[src/rtl/mc_pkg.sv]
// mc_pkg: shared definitions for the multicycle MIPS control sequencer.
//   - mc_state_e : FSM state encodings (also exposed on the 'state' port)
//   - OP_*       : instr[31:26] opcodes the sequencer understands
//   - ALUOP_*, SRCB_*, PCSRC_* : datapath mux / ALU control encodings
//   - is_wait_state() : states that stall on mem_ready
package mc_pkg;

  typedef enum logic [3:0] {
    S_IDLE     = 4'd0,
    S_FETCH    = 4'd1,
    S_DECODE   = 4'd2,
    S_MEMADR   = 4'd3,
    S_MEMREAD  = 4'd4,
    S_MEMWB    = 4'd5,
    S_MEMWRITE = 4'd6,
    S_EXECUTE  = 4'd7,
    S_ALUWB    = 4'd8,
    S_BRANCH   = 4'd9,
    S_JUMP     = 4'd10,
    S_ADDIEX   = 4'd11,
    S_ADDIWB   = 4'd12,
    S_HALT     = 4'd13
  } mc_state_e;

  localparam logic [5:0] OP_RTYPE = 6'b000000;
  localparam logic [5:0] OP_LW    = 6'b100011;
  localparam logic [5:0] OP_SW    = 6'b101011;
  localparam logic [5:0] OP_BEQ   = 6'b000100;
  localparam logic [5:0] OP_J     = 6'b000010;
  localparam logic [5:0] OP_ADDI  = 6'b001000;

  localparam logic [1:0] ALUOP_ADD   = 2'b00;
  localparam logic [1:0] ALUOP_SUB   = 2'b01;
  localparam logic [1:0] ALUOP_FUNCT = 2'b10;

  localparam logic [1:0] SRCB_RT      = 2'b00;
  localparam logic [1:0] SRCB_FOUR    = 2'b01;
  localparam logic [1:0] SRCB_IMM     = 2'b10;
  localparam logic [1:0] SRCB_IMM_SH2 = 2'b11;

  localparam logic [1:0] PCSRC_ALU    = 2'b00;
  localparam logic [1:0] PCSRC_ALUOUT = 2'b01;
  localparam logic [1:0] PCSRC_JUMP   = 2'b10;

  // States that issue a memory access and stall until mem_ready.
  function automatic logic is_wait_state(input mc_state_e s);
    return (s == S_FETCH) || (s == S_MEMREAD) || (s == S_MEMWRITE);
  endfunction

endpackage

[src/rtl/mc_wait_timer.sv]
// mc_wait_timer: counts consecutive stalled cycles in a memory state.
// Ports:
//   clk     in  system clock, rising edge
//   reset   in  asynchronous active-low reset
//   clear   in  zero the counter (has priority over enable)
//   enable  in  a stalled cycle: count it and test against the limit
//   expire  out high in the stalled cycle that reaches WAIT_MAX waits
// WAIT_MAX = 0 disables expiry; the counter then simply wraps.
module mc_wait_timer
  import mc_pkg::*;
#(
  parameter int WAIT_MAX = 255,
  parameter int WAIT_W   = 8
) (
  input  logic clk,
  input  logic reset,
  input  logic clear,
  input  logic enable,
  output logic expire
);

  localparam logic [WAIT_W-1:0] LIMIT = (WAIT_MAX > 0) ? WAIT_W'(WAIT_MAX - 1) : '0;

  logic [WAIT_W-1:0] count_q;
  logic [WAIT_W-1:0] count_d;

  always_comb begin
    count_d = count_q;
    if (clear) begin
      count_d = '0;
    end else if (enable) begin
      count_d = count_q + 1'b1;
    end
  end

  always_ff @(posedge clk or negedge reset) begin
    if (!reset) begin
      count_q <= '0;
    end else begin
      count_q <= count_d;
    end
  end

  // The count holds the number of earlier stalled cycles, so the stall that
  // sees LIMIT is the WAIT_MAX-th one.
  assign expire = (WAIT_MAX > 0) && enable && (count_q == LIMIT);

endmodule

[src/rtl/mc_control_fsm.sv]
// mc_control_fsm: Moore control sequencer for the multicycle MIPS datapath
// (R-type, lw, sw, beq, j, addi) with variable-latency shared memory.
// Ports:
//   clk, reset (async, active-low)        clock / reset
//   opcode[5:0], mem_ready                instruction opcode, memory handshake
//   PCWrite .. ALUSrcA, ALUSrcB, ALUOp,   datapath controls, decoded from the
//   PCSource                              state register (plus mem_ready where
//                                         a memory state completes)
//   state[3:0]                            current state encoding
//   instr_done, illegal_op                last-cycle / unknown-opcode flags
//   mem_timeout (sticky), halted          memory timeout handling
//   instr_count, cycle_count [CNT_W]      performance counters
// Build option: define MC_PERF_COUNT_EN to build the performance counters;
// otherwise both counter ports are tied to 0.
module mc_control_fsm
  import mc_pkg::*;
#(
  parameter int WAIT_MAX = 255,
  parameter int WAIT_W   = 8,
  parameter int CNT_W    = 32
) (
  input  logic             clk,
  input  logic             reset,
  input  logic [5:0]       opcode,
  input  logic             mem_ready,
  output logic             PCWrite,
  output logic             PCWriteCond,
  output logic             IorD,
  output logic             MemRead,
  output logic             MemWrite,
  output logic             IRWrite,
  output logic             MemtoReg,
  output logic             RegWrite,
  output logic             RegDst,
  output logic             ALUSrcA,
  output logic [1:0]       ALUSrcB,
  output logic [1:0]       ALUOp,
  output logic [1:0]       PCSource,
  output logic [3:0]       state,
  output logic             instr_done,
  output logic             illegal_op,
  output logic             mem_timeout,
  output logic             halted,
  output logic [CNT_W-1:0] instr_count,
  output logic [CNT_W-1:0] cycle_count
);

  mc_state_e state_q, state_d;
  logic      mem_timeout_q, mem_timeout_d;
  logic      in_wait, wait_expire;

  assign in_wait = is_wait_state(state_q);

  // Held at zero except while stalling, so every wait state is entered with
  // a fresh count; a completing access clears it for the next wait state.
  mc_wait_timer #(
    .WAIT_MAX (WAIT_MAX),
    .WAIT_W   (WAIT_W)
  ) u_wait_timer (
    .clk    (clk),
    .reset  (reset),
    .clear  (~in_wait | mem_ready),
    .enable (in_wait & ~mem_ready),
    .expire (wait_expire)
  );

  always_comb begin
    state_d       = state_q;
    mem_timeout_d = mem_timeout_q | wait_expire;
    PCWrite       = 1'b0;
    PCWriteCond   = 1'b0;
    IorD          = 1'b0;
    MemRead       = 1'b0;
    MemWrite      = 1'b0;
    IRWrite       = 1'b0;
    MemtoReg      = 1'b0;
    RegWrite      = 1'b0;
    RegDst        = 1'b0;
    ALUSrcA       = 1'b0;
    ALUSrcB       = SRCB_RT;
    ALUOp         = ALUOP_ADD;
    PCSource      = PCSRC_ALU;
    instr_done    = 1'b0;
    illegal_op    = 1'b0;
    halted        = 1'b0;
    case (state_q)
      S_IDLE: state_d = S_FETCH;
      S_FETCH: begin
        MemRead = 1'b1;
        ALUSrcB = SRCB_FOUR;
        IRWrite = mem_ready;
        PCWrite = mem_ready;
        if (mem_ready)        state_d = S_DECODE;
        else if (wait_expire) state_d = S_HALT;
      end
      S_DECODE: begin
        // Branch target computed speculatively into ALUOut.
        ALUSrcB = SRCB_IMM_SH2;
        case (opcode)
          OP_RTYPE:     state_d = S_EXECUTE;
          OP_LW, OP_SW: state_d = S_MEMADR;
          OP_BEQ:       state_d = S_BRANCH;
          OP_J:         state_d = S_JUMP;
          OP_ADDI:      state_d = S_ADDIEX;
          default: begin
            // Unknown opcode retires as a NOP.
            state_d    = S_FETCH;
            illegal_op = 1'b1;
            instr_done = 1'b1;
          end
        endcase
      end
      S_MEMADR: begin
        ALUSrcA = 1'b1;
        ALUSrcB = SRCB_IMM;
        if (opcode == OP_LW)      state_d = S_MEMREAD;
        else if (opcode == OP_SW) state_d = S_MEMWRITE;
        else                      state_d = S_FETCH;
      end
      S_MEMREAD: begin
        MemRead = 1'b1;
        IorD    = 1'b1;
        if (mem_ready)        state_d = S_MEMWB;
        else if (wait_expire) state_d = S_HALT;
      end
      S_MEMWB: begin
        MemtoReg   = 1'b1;
        RegWrite   = 1'b1;
        instr_done = 1'b1;
        state_d    = S_FETCH;
      end
      S_MEMWRITE: begin
        MemWrite   = 1'b1;
        IorD       = 1'b1;
        instr_done = mem_ready;
        if (mem_ready)        state_d = S_FETCH;
        else if (wait_expire) state_d = S_HALT;
      end
      S_EXECUTE: begin
        ALUSrcA = 1'b1;
        ALUOp   = ALUOP_FUNCT;
        state_d = S_ALUWB;
      end
      S_ALUWB: begin
        RegDst     = 1'b1;
        RegWrite   = 1'b1;
        instr_done = 1'b1;
        state_d    = S_FETCH;
      end
      S_BRANCH: begin
        ALUSrcA     = 1'b1;
        ALUOp       = ALUOP_SUB;
        PCWriteCond = 1'b1;
        PCSource    = PCSRC_ALUOUT;
        instr_done  = 1'b1;
        state_d     = S_FETCH;
      end
      S_JUMP: begin
        PCWrite    = 1'b1;
        PCSource   = PCSRC_JUMP;
        instr_done = 1'b1;
        state_d    = S_FETCH;
      end
      S_ADDIEX: begin
        ALUSrcA = 1'b1;
        ALUSrcB = SRCB_IMM;
        state_d = S_ADDIWB;
      end
      S_ADDIWB: begin
        RegWrite   = 1'b1;
        instr_done = 1'b1;
        state_d    = S_FETCH;
      end
      S_HALT: begin
        halted  = 1'b1;
        state_d = S_HALT;
      end
      default: state_d = S_IDLE;
    endcase
  end

  always_ff @(posedge clk or negedge reset) begin
    if (!reset) begin
      state_q       <= S_IDLE;
      mem_timeout_q <= 1'b0;
    end else begin
      state_q       <= state_d;
      mem_timeout_q <= mem_timeout_d;
    end
  end

  assign state       = state_q;
  assign mem_timeout = mem_timeout_q;

`ifdef MC_PERF_COUNT_EN
  logic [CNT_W-1:0] instr_count_q, instr_count_d;
  logic [CNT_W-1:0] cycle_count_q, cycle_count_d;

  always_comb begin
    instr_count_d = instr_count_q;
    cycle_count_d = cycle_count_q;
    if (instr_done) instr_count_d = instr_count_q + 1'b1;
    if ((state_q != S_IDLE) && (state_q != S_HALT)) cycle_count_d = cycle_count_q + 1'b1;
  end

  always_ff @(posedge clk or negedge reset) begin
    if (!reset) begin
      instr_count_q <= '0;
      cycle_count_q <= '0;
    end else begin
      instr_count_q <= instr_count_d;
      cycle_count_q <= cycle_count_d;
    end
  end

  assign instr_count = instr_count_q;
  assign cycle_count = cycle_count_q;
`else
  assign instr_count = '0;
  assign cycle_count = '0;
`endif

endmodule

[config.mk]
export PLATFORM = sky130hd
export DESIGN_NAME = mc_control_fsm
export DESIGN_NICKNAME = d
export VERILOG_FILES = /design/src/rtl/mc_pkg.sv /design/src/rtl/mc_wait_timer.sv /design/src/rtl/mc_control_fsm.sv
export SDC_FILE = /design/constraint.sdc
export NUM_CORES = 1
export LEC_CHECK = 0
export ABC_AREA = 0
export CORE_ASPECT_RATIO = 0.6
export CORE_MARGIN = 4
export CORE_UTILIZATION = 38
export DETAILED_ROUTE_END_ITERATION = 7
export HOLD_SLACK_MARGIN = 0.15
export PLACE_DENSITY = 0.82
export SLEW_MARGIN = 30
export SYNTH_ARGS = -nofsm -noshare
export SYNTH_HDL_FRONTEND = slang
export SYNTH_HIERARCHICAL = 1
export SYNTH_SLANG_ARGS = --single-unit
[constraint.sdc]
create_clock -name clk -period 2.9 [get_ports clk]
set_input_delay 0.29 -clock clk [delete_from_list [all_inputs] [get_ports clk]]
set_output_delay 0.29 -clock clk [all_outputs]
set_load 0.05 [all_outputs]
==> qor.csv <==
metric;value;unit
status;finished clean;
nets;243;
clk_pin_slew_worst_paths;0.05;ns
cp-start-kind;primary input;
busiest_layer;met2;
tightest_slew;0.602;ns
whs;0.415;ns
seq_area_frac_synth;20.7;%
ys_ff_latch;13;
synth.most_common_cell;buf_4;
setup_viol;0;
use_met3;2.33;%
syn_avg_cell_area;7.75;um^2
fp.dieW;91.1;um
grtUsageTotal;11.1;%
rsz0062_at_grt;no;
h-tree-depth;1;
synthXorXnorAreaFrac;3.34;%
period_share;91.7;%
use_met2;17.7;%
setup_tns;0;ns
drive_above_1_share;6.93;%
crit_start;opcode[5];
top_level_ports;97;
first_pass_iters;4;
crit_fanout;6;
use_met1;15.6;%
antenna_found_initial;0;
synth_adder_area_share;2.23;%
r2r_setup_slack;0.38;ns
critical_path_class;primary input to output pin;
routed_via_density;4.50;
synthSimpleGateAreaFrac;25.4;%
die_area;5270;um^2
area_growth;10.2;%
route.detailed.drc;0;
cts.path.max_buffers;2;
synth.area.top_cells;buf_4 31%, dfrtp_1 21%, nor2_1 4.5%, o21ai_0 3.2%, nor2b_1 2.8%;
overflow;0;
drtIter0Drc;89;
coreArea;3830;um^2
std_cell_rows;17;
port_buffers;32;
synth_edf_count;0;
gp_congestion;0.800;
ys_warn_count;6;
grt_pass1_wl;4880;um
worstPathArrival;2.37;ns
cts_tree;yes;
cts.repair.resized;0;
vias;1252;
hp-class;primary input to async pin;
synth_top_family_by_area;buffers and inverters;
postCtsSetupBuffers;0;
synthDistinctLibCells;42;
power.leakage;0.800;nW
min_period;2.66;ns
timing.rr.end;state[2];
ys_async_sr_fraction;100;%
drv_cap;0;
clkSinkCount;13;
netlist.area_leader.share;31.5;%
slew_viol_final;0;
grt_pass1_vias;1027;
grt_max_degree;20;
initial_core_util;41.1;%
critPathCaptureType;output pin;
cts_root_buf;clkbuf_8;
r2r-start;state[2];
drt-total-wl;3360;um
hold_viol_final;0;
critPathRequiredTime;2.61;ns
cellPowerDensity;735;nW/um^2
synth_area;1570;um^2
ir_worst_vdd;299;uV
num_antenna_cells;0;
routedWlPerCell;12.1;um
final.setup_skew;0.00303;ns
rr_worst_depth;9;
netlist_top_cells_count;66 x buf_4, 19 x nor2_1, 13 x dfrtp_1;
synth_top_area_cell;buf_4;
fmax;0.376;GHz
place_hpwl;2700;um
critical_path.endpoint;illegal_op;
syn-instance-count;203;
die_height;57.9;um
synth_ff_type;dfrtp_1;
drtAntennaViolNets;0;
muxShareOfSynthArea;0;%
cts-hold-fix-buffers;0;
synth-compound-area-share;12.7;%
relSlewSlack;59.9;%
cts_buffers;3;
insertion_delay;0.24;ns
==> worst max-delay path: stages <==
cell and delay, ns:
clkdlybuf4s50_1 0.49, or4_1 0.55, a31oi_1 0.24, nor4_1 0.07, clkdlybuf4s50_1 0.73
==> stage by stage <==
stage / std cells / utilization (%) / instance area [um^2] / total power, mW / setup slack [ns]
2_1_floorplan: 266 / - / 1820 / 0.968 / 0.00707
3_3_place_gp: 274 / 44.1 / 1690 / 1.11 / 0.279
3_5_place_dp: 274 / 44.1 / 1690 / 1.12 / 0.252
4_1_cts: 278 / 45.3 / 1730 / 1.28 / 0.251
5_1_grt: 278 / 45.3 / 1730 / 1.34 / 0.133
6_report: 278 / 45.3 / 1730 / 1.28 / 0.242
==> state kept, by name, summed over array words and instances, names as in the netlist <==
name and count:
u_wait_timer/count_q 8, state 4, mem_timeout 1
==> logic make-up after synthesis <==
group,after synthesis
compound gates,31
flops,13
simple gates,69
xor+xnor,6
fa+ha+maj,3
other cells,1
buf+inv,80
==> routing by layer <==
metal	vias up	wire length (um)
met5	-	0
met4	0	24
met3	5	243
met2	49	1600
met1	581	1490
li1	617	-
==> report_power, final <==
part           switching [mW]  internal (mW)
logic                   0.612          0.242
registers              0.0608          0.200
clock network          0.0626         0.0970
total                   0.735          0.540
==> worst min path at each step <==
| stage | to | slack (ns) | cells past startpoint |
|---|---|---|---|
| final | u_wait_timer/count_q[3] | 0.42 | 1 |
| after global routing | mem_timeout | 0.47 | 1 |
| after CTS | mem_timeout | 0.43 | 1 |
| after detailed placement | mem_timeout | 0.45 | 1 |
| after global placement | mem_timeout | 0.45 | 1 |
| after floorplan | mem_timeout | -0.006 | 0 |
==> layout make-up <==
type	instances	area [um^2]
multi-input cells	173	935
repair buffers	37	355
well taps	47	58.8
inverters	4	15.0
flip-flops and latches	13	325
fillers	399	2090
clock buffers	4	45.0
==> layout by cell type, fill, tap and decap left out, types with 2 or more instances in the layout <==
master | synthesis | final
a211oi_1 | 5 | 5
a21oi_1 | 5 | 5
a31oi_1 | 3 | 3
and3_1 | 3 | 3
buf_4 | 66 | 6
clkbuf_8 | 0 | 3
clkdlybuf4s50_1 | 0 | 31
conb_1 | 1 | 64
dfrtp_1 | 13 | 13
ha_1 | 2 | 2
inv_1 | 4 | 4
nand2_1 | 5 | 5
nand2b_1 | 6 | 6
nand3_1 | 5 | 5
nand4_1 | 3 | 3
nor2_1 | 19 | 19
nor2b_1 | 7 | 7
nor3_1 | 3 | 3
nor3b_1 | 2 | 2
nor4_1 | 3 | 2
nor4_2 | 1 | 2
o21ai_0 | 10 | 10
or2_2 | 2 | 2
or3_1 | 4 | 4
or4_1 | 2 | 2
xnor2_1 | 2 | 2
xor2_1 | 4 | 4
Note: power is estimated with default switching activity, not from simulation.
